**config.mk**
```make
export PLATFORM = sky130hd
export DESIGN_NAME = rk8e_xfer_seq
export DESIGN_NICKNAME = d
export VERILOG_FILES = /design/src/rtl/rk8e_pkg.sv /design/src/rtl/rk8e_op_check.sv /design/src/rtl/rk8e_xfer_seq.sv
export SDC_FILE = /design/constraint.sdc
export NUM_CORES = 1
export LEC_CHECK = 0
export CELL_PAD_IN_SITES_DETAIL_PLACEMENT = 1
export CELL_PAD_IN_SITES_GLOBAL_PLACEMENT = 2
export CORE_MARGIN = 2
export CORE_UTILIZATION = 25
export DETAILED_ROUTE_END_ITERATION = 16
export PLACE_DENSITY = 0.86
export REMOVE_ABC_BUFFERS = 1
export SLEW_MARGIN = 20
export SYNTH_ARGS = -nofsm -noshare
export SYNTH_HDL_FRONTEND = slang
export SYNTH_HIERARCHICAL = 1
export SYNTH_SLANG_ARGS = --single-unit
```
**constraint.sdc**
```tcl
create_clock -name clk -period 2 [get_ports clk]
set_clock_uncertainty 0.1 [all_clocks]
set_input_delay 0.2 -clock clk [delete_from_list [all_inputs] [get_ports clk]]
set_output_delay 0.2 -clock clk [all_outputs]
set_load 0.02 [all_outputs]
```
**src/rtl/rk8e_pkg.sv**
```systemverilog
// rk8e_pkg: shared definitions for the RK8E transfer sequencer.
//   - op_e        : RK8E function codes (cmd[0:2])
//   - ST_*        : err_status / status register bit indices (PDP-8 numbering, bit 0 = MSB)
//   - seq_state_e : sequencer state encoding
//   - MAX_CYL_DEF : default highest legal cylinder
package rk8e_pkg;

    localparam int MAX_CYL_DEF = 203;

    typedef enum logic [2:0] {
        OP_READ      = 3'd0,
        OP_READ_ALL  = 3'd1,
        OP_WPROT     = 3'd2,
        OP_SEEK      = 3'd3,
        OP_WRITE     = 3'd4,
        OP_WRITE_ALL = 3'd5
    } op_e;

    localparam int ST_BUSY   = 0;
    localparam int ST_TIMING = 6;
    localparam int ST_WLOCK  = 7;
    localparam int ST_DRIVE  = 10;
    localparam int ST_CYL    = 11;

    typedef enum logic [2:0] {
        S_IDLE  = 3'd0,
        S_CHECK = 3'd1,
        S_ISSUE = 3'd2,
        S_WAIT  = 3'd3,
        S_DONE  = 3'd4
    } seq_state_e;

endpackage

```
**src/rtl/rk8e_op_check.sv**
```systemverilog
// rk8e_op_check: combinational CHECK-stage decode.
// Ports:
//   op         in  [2:0]  latched function code
//   cyl        in  [7:0]  latched cylinder {cmd[11],dar[0:6]}
//   locked     in  1      write-lock flag of the addressed drive
//   next_state out        S_ISSUE when an SD access is needed, else S_DONE
//   err_set    out [0:11] error bits to OR into err_status
//   set_lock   out 1      set write_lock of the addressed drive
// Checks are prioritised: cylinder range, illegal function, write-protect,
// seek, locked write, then SD access.
module rk8e_op_check
    import rk8e_pkg::*;
#(
    parameter int MAX_CYL = MAX_CYL_DEF
) (
    input  logic [2:0]  op,
    input  logic [7:0]  cyl,
    input  logic        locked,
    output seq_state_e  next_state,
    output logic [0:11] err_set,
    output logic        set_lock
);

    localparam logic [7:0] MAX_CYL_V = 8'(MAX_CYL);

    always_comb begin
        next_state = S_DONE;
        err_set    = '0;
        set_lock   = 1'b0;
        if (cyl > MAX_CYL_V) begin
            err_set[ST_CYL] = 1'b1;
        end else if (op == 3'd6 || op == 3'd7) begin
            err_set[ST_DRIVE] = 1'b1;
        end else if (op == OP_WPROT) begin
            set_lock = 1'b1;
        end else if (op == OP_SEEK) begin
            // seek is a local operation: nothing to do on the card
        end else if ((op == OP_WRITE || op == OP_WRITE_ALL) && locked) begin
            err_set[ST_WLOCK] = 1'b1;
        end else begin
            next_state = S_ISSUE;
        end
    end

endmodule

```
**src/rtl/rk8e_xfer_seq.sv**
```systemverilog
// rk8e_xfer_seq: RK8E command sequencer between the register file and the
// SD-card sector engine. Latches a command on go, validates it, issues one
// SD operation and reports busy/done/error status.
// Optional feature macro: RK8E_WATCHDOG_EN (WAIT-state timeout, sets bit 6).
// Ports:
//   clk, reset_n (async active-low), clear (sync abort, same as reset)
//   go             DLAG pulse; accepted only in IDLE
//   cmd/dar/car    RK8E command, disk-address, current-address registers
//   sd_busy/sd_done/sd_err  SD engine status
//   sd_go          one-cycle strobe (ISSUE with sd_busy low)
//   sd_op/sd_mem_addr/sd_disk_addr/sd_len  from holding registers
//   busy, done_pulse, err_status[0:11], write_lock[0:3]
module rk8e_xfer_seq
    import rk8e_pkg::*;
#(
    parameter int              MAX_CYL  = MAX_CYL_DEF,
    parameter int              TO_W     = 24,
    parameter logic [TO_W-1:0] TO_LIMIT = '1
) (
    input  logic        clk,
    input  logic        reset_n,
    input  logic        clear,
    input  logic        go,
    input  logic [0:11] cmd,
    input  logic [0:11] dar,
    input  logic [0:11] car,
    input  logic        sd_busy,
    input  logic        sd_done,
    input  logic        sd_err,
    output logic        sd_go,
    output logic [0:2]  sd_op,
    output logic [0:14] sd_mem_addr,
    output logic [0:14] sd_disk_addr,
    output logic        sd_len,
    output logic        busy,
    output logic        done_pulse,
    output logic [0:11] err_status,
    output logic [0:3]  write_lock
);

    seq_state_e  state, state_next, chk_next;
    logic [0:2]  hold_op;
    logic [0:14] hold_mem;
    logic [0:14] hold_disk;
    logic        hold_len;
    logic [0:11] chk_err;
    logic        chk_set_lock;
    logic [1:0]  drive;
    logic        wd_timeout;
    logic [1:0]  cmd_unused;

    assign cmd_unused = cmd[3:4];
    // hold_disk = {drive[0:1], cmd[11], dar[0:11]}
    assign drive = hold_disk[0:1];

    rk8e_op_check #(.MAX_CYL(MAX_CYL)) u_check (
        .op         (hold_op),
        .cyl        (hold_disk[2:9]),
        .locked     (write_lock[drive]),
        .next_state (chk_next),
        .err_set    (chk_err),
        .set_lock   (chk_set_lock)
    );

`ifdef RK8E_WATCHDOG_EN
    localparam logic [TO_W-1:0] TO_LAST = TO_LIMIT - 1'b1;
    logic [TO_W-1:0] wd_cnt;

    // Counts WAIT cycles; restarted while in ISSUE so it is zero on WAIT entry.
    always_ff @(posedge clk or negedge reset_n) begin
        if (!reset_n) begin
            wd_cnt <= '0;
        end else if (clear || state != S_WAIT) begin
            wd_cnt <= '0;
        end else if (!wd_timeout) begin
            wd_cnt <= wd_cnt + 1'b1;
        end
    end

    assign wd_timeout = (state == S_WAIT) && !sd_done && (wd_cnt == TO_LAST);
`else
    logic [TO_W-1:0] wd_unused;
    assign wd_unused  = TO_LIMIT;
    assign wd_timeout = 1'b0;
`endif

    always_ff @(posedge clk or negedge reset_n) begin
        if (!reset_n) begin
            state      <= S_IDLE;
            hold_op    <= '0;
            hold_mem   <= '0;
            hold_disk  <= '0;
            hold_len   <= 1'b0;
            err_status <= '0;
            write_lock <= '0;
        end else if (clear) begin
            state      <= S_IDLE;
            hold_op    <= '0;
            hold_mem   <= '0;
            hold_disk  <= '0;
            hold_len   <= 1'b0;
            err_status <= '0;
            write_lock <= '0;
        end else begin
            state <= state_next;
            if (state == S_IDLE && go) begin
                hold_op    <= cmd[0:2];
                hold_mem   <= {cmd[6:8], car};
                hold_disk  <= {cmd[9:10], cmd[11], dar};
                hold_len   <= cmd[5];
                err_status <= '0;
            end
            if (state == S_CHECK) begin
                err_status <= err_status | chk_err;
                if (chk_set_lock) begin
                    write_lock[drive] <= 1'b1;
                end
            end
            if (state == S_WAIT && sd_done && sd_err) begin
                err_status[ST_DRIVE] <= 1'b1;
            end
            if (wd_timeout) begin
                err_status[ST_TIMING] <= 1'b1;
            end
        end
    end

    always_comb begin
        state_next = state;
        sd_go      = 1'b0;
        busy       = 1'b0;
        done_pulse = 1'b0;
        case (state)
            S_IDLE: begin
                if (go) state_next = S_CHECK;
            end
            S_CHECK: begin
                busy       = 1'b1;
                state_next = chk_next;
            end
            S_ISSUE: begin
                busy = 1'b1;
                if (!sd_busy) begin
                    sd_go      = 1'b1;
                    state_next = S_WAIT;
                end
            end
            S_WAIT: begin
                busy = 1'b1;
                if (sd_done || wd_timeout) state_next = S_DONE;
            end
            S_DONE: begin
                done_pulse = 1'b1;
                state_next = S_IDLE;
            end
            default: state_next = S_IDLE;
        endcase
    end

    assign sd_op        = hold_op;
    assign sd_mem_addr  = hold_mem;
    assign sd_disk_addr = hold_disk;
    assign sd_len       = hold_len;

endmodule

```
# After elaboration in Yosys (flattened, before gate mapping)
# Index checks and enable logic that the tools add are counted.
# W data, S select, Z words.
# totals
register_bits	53
in_bits	43
wordCells	88
# op_classes
order_cmp	3
eq_ne	13
n_mux	45
bitwise_logic	3
n_reduce_logical	16
# ops
operator	n
$mux W15	4
$mux W12	3
$mux W3	11
$mux W1	21
$eq A3 B3 Y1 const B	5
$eq A3 B2 Y1 const B	4
$mux W4	3
$or A12 B5 Y12	1
$pmux W3 S4	1
$ne A3 B3 Y1 const B	3
$gt A8 B8 Y1 const B	1
$reduce_bool A2 Y1	3
$logic_and A1 B1 Y1	5
$or A4 B4 Y4	1
$reduce_bool A4 Y1	1
$eq A3 B1 Y1 const B	1
$ge A3 B3 Y1 const B	1
$logic_not A3 Y1	1
$lt A3 B1 Y1 const B	1
$not A2 Y3	1
$reduce_and A3 Y1	1
$reduce_bool A3 Y1	1
$reduce_or A3 Y1	1
$bmux W1 S2	1
3 further kinds	4

# Longest topological paths before layout
# Gate-level depths: netlist (run 1).
# depth
word_depth	14
ltp_mapped	5
mapped_depth_nobuf	5

# Hierarchy
# Netlist (run 1), hierarchy kept.
# modules_own_cells
mod	instances	cells_per_inst	area_each_um2	seq_area_each_um2
rk8e_xfer_seq	1	230	2219.6	1326.3
rk8e_op_check	1	22	156.4	0.0

# Worst setup path after synthesis (run 1)
# Ideal clock, no wire load.
# synth_timing
kind	register -> register
start	register hold_disk, in the netlist sd_disk_addr[0]
end	register state[1]
setup_ps	94
arrival_time_ps	1751
path_slack_ps	55
stages_incl_launch_ff	6
n_path_buf	0
synth_period_minus_slack_ps	1945
cell_sequence	dfrtp_1 -> mux4_2 -> and2_1 -> a311oi_1 -> nand3b_1 -> a211oi_1
# synth_between
elab_chain_cells	12
# synth_lines
element	line_no	text
from (decl)	rk8e_xfer_seq.sv:44	logic [0:14] hold_disk;
from (signal assigned)	rk8e_xfer_seq.sv:109	hold_disk <= {cmd[9:10], cmd[11], dar};
$not A2 Y3 (implied by the code)	rk8e_xfer_seq.sv:59	.locked (write_lock[drive]),
$bmux W1 S2	rk8e_xfer_seq.sv:59	
$mux W1 (implied by the code) (2 in series)	rk8e_xfer_seq.sv:59	
$logic_and A1 B1 Y1	rk8e_op_check.sv:38	end else if ((op == OP_WRITE || op == OP_WRITE_ALL) && locked) begin
$mux W3	rk8e_op_check.sv:38	
$mux W3	rk8e_op_check.sv:36	end else if (op == OP_SEEK) begin
$mux W3	rk8e_op_check.sv:34	end else if (op == OP_WPROT) begin
$mux W3	rk8e_op_check.sv:32	end else if (op == 3'd6 || op == 3'd7) begin
$mux W3	rk8e_op_check.sv:30	if (cyl > MAX_CYL_V) begin
named net chk_next[1]	rk8e_xfer_seq.sv:41	seq_state_e state, state_next, chk_next;
$pmux W3 S4	rk8e_xfer_seq.sv:133	case (state)
$mux W3	rk8e_xfer_seq.sv:96	end else if (clear) begin
to (signal assigned)	rk8e_xfer_seq.sv:105	state <= state_next;
to (decl)	rk8e_xfer_seq.sv:41	
# The timed path passes the listed nets, and every way through them passes these cells. The select of a mux whose other input is x is not followed.
# A chain may end at the register's enable or synchronous reset.

# Worst setup path in the final report (run 1)
# Ends and elaborated chain as after synthesis.

==> flow_metrics.env, run 1 <==
export IMPL_status="finished, final reports clean"
export IMPL_postCtsSetupRepairBufs=0
export IMPL_routedWlPerCell_um=14.00
export IMPL_vias=2132
export IMPL_crit_type="reg2reg"
export IMPL_wl_mm=6.736
export IMPL_fillers=1082
export IMPL_design_area_mm2=0.003573
export IMPL_fmax_mhz=534.6
export IMPL_clkLatencyLatePin_ns=0.30
export IMPL_hold_violations=0
export IMPL_hold_start="clear"
export IMPL_core_area_mm2=0.009240
export IMPL_nets=394
export IMPL_reg2reg_slack_ns=0.13
export IMPL_worst_ep_arrival_time_ns=1.99
export IMPL_synth_warnings=6
export IMPL_synthCells=252
export IMPL_setup_viol=0
export IMPL_worst_pin_slew_ns=0.5360
export IMPL_slew_violations=0
export IMPL_r2r_end="state[1]"
export IMPL_yosys_area_share_adder_pct=0
export IMPL_synth_xor_area_share_pct=0
export IMPL_tritoncts_num_buffers=5
export IMPL_cts_tree="done"
export IMPL_die_h_um=101.5
export IMPL_r2r_cells=5
export IMPL_hold_end="sd_op[1]"
export IMPL_grt_max_degree=35
export IMPL_yosys_area_share_simple_pct=19.91
export IMPL_cts_max_path_buffers=2
export IMPL_drc=0
export IMPL_cp_start_kind="flip-flop"
export IMPL_rsz0062_at_grt="no"
export IMPL_initial_utilization_pct=25.71
export IMPL_synth_top_family_by_area="simple AND/OR/NAND/NOR gates"
export IMPL_synth_ff_type="dfrtp_1"
export IMPL_clock_sinks=53
export IMPL_syn_cell_area_mm2=0.002376
export IMPL_grt_usage_pct=13.92
export IMPL_viasPerCell=4.432
export IMPL_cp_end_kind="flip-flop"
export IMPL_multiInputGateArea_um2=903.4
export IMPL_dr_pass1_iters=3
export IMPL_n_antenna_cell=0
export IMPL_synthMuxAreaShare_pct=1.369
export IMPL_fp_row_count=35
export IMPL_ys_seq_area_share_pct=55.82
export IMPL_worstPathRequired_ns=2.12
export IMPL_avgSynthCellArea_um2=9.429
export IMPL_grt_pass1_wl_mm=11.22
export IMPL_ant_nets=0
export IMPL_seqCellArea_mm2=0.001326
export IMPL_reg2reg_from="sd_disk_addr[0]"
export IMPL_dieArea_mm2=0.01030
export IMPL_synth_cell_type_count=34
export IMPL_slew_headroom_pct=64.26
export IMPL_die_w_um=101.5
export IMPL_clk_pin_slew_ns=0.09
export IMPL_leakagePower_nw=1.518
export IMPL_peakVddDrop_uv=287.4
export IMPL_total_power_mw=2.635
export IMPL_powerDensity_mw_per_mm2=737.3
export IMPL_drt_iter0_drc=37
export IMPL_gp_congestion=0.7373
export IMPL_period_share_pct=93.53
export IMPL_hpwlAfterDp_mm=4.905
export IMPL_synth_async_reset_ratio_pct=100.0
export IMPL_h_tree_depth=2
export IMPL_ys_seq_elements=53
export IMPL_antenna_found_initial=0
export IMPL_cts_root_buffer="clkbuf_8"
export IMPL_synth_edf_count=0
export IMPL_hold_depth=2
export IMPL_place_area_mm2=0.003458
export IMPL_grt_ovfl_total=0
export IMPL_maxCapViolations=0
export IMPL_worst_path_max_fanout=2
export IMPL_grt_pass1_vias=2241
export IMPL_synth_compound_area_share_pct=14.90
export IMPL_min_period_ns=1.871
export IMPL_io_pins=96
export IMPL_port_buffers=93
export IMPL_drive_gt1_share_pct=9.375
export IMPL_worstHoldPathType="in2reg"
export IMPL_syn_to_final_growth_pct=50.40
[cell usage in the layout, fill, tap and decap left out, types with 5 or more instances in the layout]
| cell type | synthesis | final |
|---|---|---|
| conb_1 | 1 | 10 |
| clkdlybuf4s50_1 | 0 | 89 |
| a31oi_1 | 5 | 5 |
| buf_4 | 10 | 14 |
| clkbuf_8 | 0 | 7 |
| nand2_1 | 72 | 72 |
| nor2_1 | 18 | 18 |
| a21oi_1 | 45 | 45 |
| dfrtp_1 | 53 | 53 |
[what timing repair did]
item                                   CTS  global route
hold buffers                             1             0
setup endpoints to repair                2             1
endpoints found under the hold margin   21             0
gates resized for setup                  2             1
[worst max path at each step]
| stage | from | end |
|---|---|---|
| after floorplan | state[1] | err_status[0] |
| final | sd_disk_addr[0] | state[1] |
| after CTS | sd_disk_addr[0] | state[1] |
| after global routing | state[1] | busy |
| after global placement | go | sd_disk_addr[13] |
| after detailed placement | go | sd_mem_addr[0] |
[area by class of cell]
type / count / share of cell area, %
Clock buffer: 7 / 2.696
Clock inverter: 1 / 0.1401
Inverter: 2 / 0.2101
Multi-Input combinational cell: 179 / 25.28
Sequential cell: 53 / 37.11
Tap cell: 129 / 4.517
Timing Repair Buffer: 110 / 30.04
[registers in the layout, indices dropped and copies added (netlist names)]
register      cells
err_status       12
sd_disk_addr     15
sd_len            1
sd_mem_addr      15
sd_op             3
state             3
write_lock        4
[synthesized netlist by cell type (all sizes together), types with 2 or more instances]
cell type	instances	share of area, %
a211oi	2	0.63
a21oi	45	9.5
a311oi	2	0.74
a31oi	5	1.3
a41oi	2	0.74
and2	2	0.53
buf	23	6.9
clkbuf	4	0.63
dfrtp	53	56
inv	2	0.32
nand2	72	11
nor2	18	2.8
nor2b	2	0.53
nor4b	3	1.7
o21ai	2	0.42
[kinds of logic after synthesis]
family	count (synthesis)
and+or+nand+nor	105
AOI/OAI and AO/OA	62
DFF	53
buffers and inverters	29
muxes	2
other	1
[critical path: stages, from the launching register on]
cell and delay (ns):
dfrtp_1 0.38, mux4_2 0.53, and2_1 0.20, a311oi_2 0.25, nand3b_1 0.10, a211oi_1 0.23
[metrics by stage]
stage / worst slack, ns / cells / setup TNS [ns] / hold WS, ns / util (%)
4_1_cts: 0.07912 / 481 / 0 / 0.1063 / 38.61
6_report: 0.1294 / 481 / 0 / 0.1231 / 38.67
5_1_grt: 0.01833 / 481 / 0 / 0.1354 / 38.67
3_5_place_dp: 0.06299 / 472 / 0 / 0.1117 / 37.43
2_1_floorplan: -0.006718 / 234 / -0.07390 / -0.1956 / -
3_3_place_gp: 0.08531 / 472 / 0 / 0.1100 / 37.43
[per-layer routing]
metal	track usage [%]	vias up	share of wire, %
li1	-	1024	-
met1	16.93	1042	42
met2	23.33	61	49
met3	5.728	5	8.2
met4	2.807	0	0.59
met5	0	-	0
[power breakdown]
group | leakage, nW | internal [mW] | switching [mW]
Combinational | 0.743 | 0.356 | 0.408
Clock | 0.0542 | 0.314 | 0.348
Sequential | 0.721 | 1.15 | 0.0574
Power figures use the tool's default switching activity.
==> run 2, diff against run 1 <==
--- a/config.mk
+++ b/config.mk
@@ -12,7 +12,6 @@
 export DETAILED_ROUTE_END_ITERATION = 16
 export PLACE_DENSITY = 0.86
 export REMOVE_ABC_BUFFERS = 1
-export SLEW_MARGIN = 20
 export SYNTH_ARGS = -nofsm -noshare
 export SYNTH_HDL_FRONTEND = slang
 export SYNTH_HIERARCHICAL = 1
==> results of run 2 <==
The final DEF is identical to that of run 1; final timing and power are the same.
==> run 3, diff against run 2 <==
--- a/config.mk
+++ b/config.mk
@@ -5,13 +5,12 @@
 export SDC_FILE = /design/constraint.sdc
 export NUM_CORES = 1
 export LEC_CHECK = 0
-export CELL_PAD_IN_SITES_DETAIL_PLACEMENT = 1
-export CELL_PAD_IN_SITES_GLOBAL_PLACEMENT = 2
 export CORE_MARGIN = 2
-export CORE_UTILIZATION = 25
+export CORE_UTILIZATION = 43
 export DETAILED_ROUTE_END_ITERATION = 16
 export PLACE_DENSITY = 0.86
 export REMOVE_ABC_BUFFERS = 1
+export SLEW_MARGIN = 15
 export SYNTH_ARGS = -nofsm -noshare
 export SYNTH_HDL_FRONTEND = slang
 export SYNTH_HIERARCHICAL = 1
==> constraint.sdc (replaced) <==
create_clock -name clk -period 1.77 [get_ports clk]
set_clock_uncertainty 0.1 [all_clocks]
set_input_delay 0.177 -clock clk [delete_from_list [all_inputs] [get_ports clk]]
set_output_delay 0.177 -clock clk [all_outputs]
set_load 0.02 [all_outputs]
==> flow_metrics.env, run 3 (same netlist as run 1, synthesis figures left out) <==
export IMPL_rsz0062_at_grt="yes"
export IMPL_port_buffers=93
export IMPL_setup_viol=2
export IMPL_grt_pass1_vias=2055
export IMPL_cts_max_path_buffers=2
export IMPL_slowest_stage="mux4_2"
export IMPL_cp_start_kind="flip-flop"
export IMPL_dr_pass1_iters=4
export IMPL_worst_path_max_fanout=2
export IMPL_syn_to_final_growth_pct=51.08
export IMPL_reg2reg_from="sd_disk_addr[0]"
export IMPL_initial_utilization_pct=43.96
export IMPL_drc=0
export IMPL_vias=2114
export IMPL_dpl_worst_slack_ns=-0.08331
export IMPL_clock_sinks=53
export IMPL_total_power_mw=3.074
export IMPL_maxCapViolations=0
export IMPL_grt_max_degree=38
export IMPL_min_period_ns=1.789
export IMPL_worstPathCellList="mux4_2 > and2_4 > a311oi_2 > nand3b_1 > a211oi_2"
export IMPL_tns_ns=-0.02543
export IMPL_crit_type="reg2reg"
export IMPL_gp_congestion=0.7067
export IMPL_hold_violations=0
export IMPL_grt_pass1_wl_mm=9.687
export IMPL_h_tree_depth=2
export IMPL_ant_nets=0
export IMPL_clk_pin_slew_ns=0.10
export IMPL_place_area_mm2=0.003435
export IMPL_cts_root_buffer="clkbuf_8"
export IMPL_dieArea_mm2=0.006136
export IMPL_r2r_cells=5
export IMPL_r2r_end="state[1]"
export IMPL_fin_util_pct=66.41
export IMPL_worstPathRequired_ns=1.89
export IMPL_clkLatencyLatePin_ns=0.30
export IMPL_status="finished, violations left"
export IMPL_design_area_mm2=0.003590
export IMPL_peakVddDrop_uv=432.2
export IMPL_die_w_um=78.34
export IMPL_antenna_found_initial=0
export IMPL_reg2reg_slack_ns=-0.02
export IMPL_final_common_cell="clkdlybuf4s50_1"
export IMPL_hpwlAfterDp_mm=4.012
export IMPL_violations="negative setup slack"
export IMPL_slew_headroom_pct=66.70
export IMPL_die_h_um=78.34
export IMPL_worst_pin_slew_ns=0.4973
export IMPL_fp_row_count=27
export IMPL_worst_ep_arrival_time_ns=1.90
export IMPL_powerDensity_mw_per_mm2=856.3
export IMPL_tritoncts_num_buffers=5
export IMPL_cts_tree="done"
export IMPL_drive_gt1_share_pct=10.92
export IMPL_worstHoldPathType="in2async"
export IMPL_io_pins=96
export IMPL_mostFrequentLayoutCells="clkdlybuf4s50_1 (86), nand2_1 (72), dfrtp_1 (53)"
export IMPL_slowest_delay_ns=0.53
export IMPL_setup_ws_ns=-0.01929
export IMPL_drt_iter0_drc=92
export IMPL_fmax_mhz=558.9
export IMPL_viasPerCell=4.928
export IMPL_core_area_mm2=0.005405
export IMPL_grt_ovfl_total=0
export IMPL_routedWlPerCell_um=13.38
export IMPL_slew_violations=0
export IMPL_grt_usage_pct=19.77
export IMPL_leakagePower_nw=1.606
export IMPL_n_antenna_cell=0
export IMPL_period_share_pct=101.1
export IMPL_wl_mm=5.741
export IMPL_cp_end_kind="flip-flop"
export IMPL_nets=399
run 3: worst max-delay path by stage:
stage,from,end,cells past startpoint
6_report,sd_disk_addr[0],state[1],5
4_1_cts,sd_disk_addr[0],state[2],5
2_1_floorplan,state[1],err_status[0],3
5_1_grt,sd_disk_addr[0],state[1],5
3_3_place_gp,go,err_status[8],5
3_5_place_dp,go,err_status[8],5
run 3: layout make-up:
type	count	area [um^2]
well taps	72	90.09
repair buffers	115	1135
clock buffers	6	82.58
flip-flops and latches	53	1326
multi-input cells	179	910.9
inverters	2	7.507
clock inverters	2	37.54
fillers	464	1815
run 3: per-layer routing:
| metal | track usage (%) | up-vias | wire, um |
|---|---|---|---|
| met5 | 0 | - | 0 |
| met4 | 5.965 | 0 | 87 |
| met3 | 6.552 | 10 | 429 |
| met2 | 31.98 | 69 | 2731 |
| met1 | 25.34 | 1002 | 2492 |
| li1 | - | 1033 | - |
run 3: worst max-delay path, delay by kind of cell (launching register included):
kind,cells,cell delay (ns)
muxes,1,0.53
and+or+nand+nor,2,0.29
DFF,1,0.38
AOI/OAI and AO/OA,2,0.39
run 3: stage by stage:
step / hold slack, ns / instances
after detailed placement: 0.01780 / 419
after global routing: 0.2339 / 429
final: 0.2191 / 429
after floorplan: -0.2186 / 234
after CTS: 0.2215 / 429
after global placement: 0.01432 / 419
run 3: power by group:
group | leakage (nW) | total (mW) | internal, mW | switching (mW)
Combinational | 0.827 | 0.856 | 0.406 | 0.450
Sequential | 0.721 | 1.37 | 1.30 | 0.0641
Clock | 0.0574 | 0.852 | 0.460 | 0.392
run 3: what timing repair did:
item / 4_1_cts / 5_1_grt
endpoints found under the setup margin: 4 / 7
hold endpoints to repair: 16 / 0
pin swaps: 6 / 1
hold buffers: 1 / 0
buffers inserted: 1 / 0
resized for setup: 6 / 3
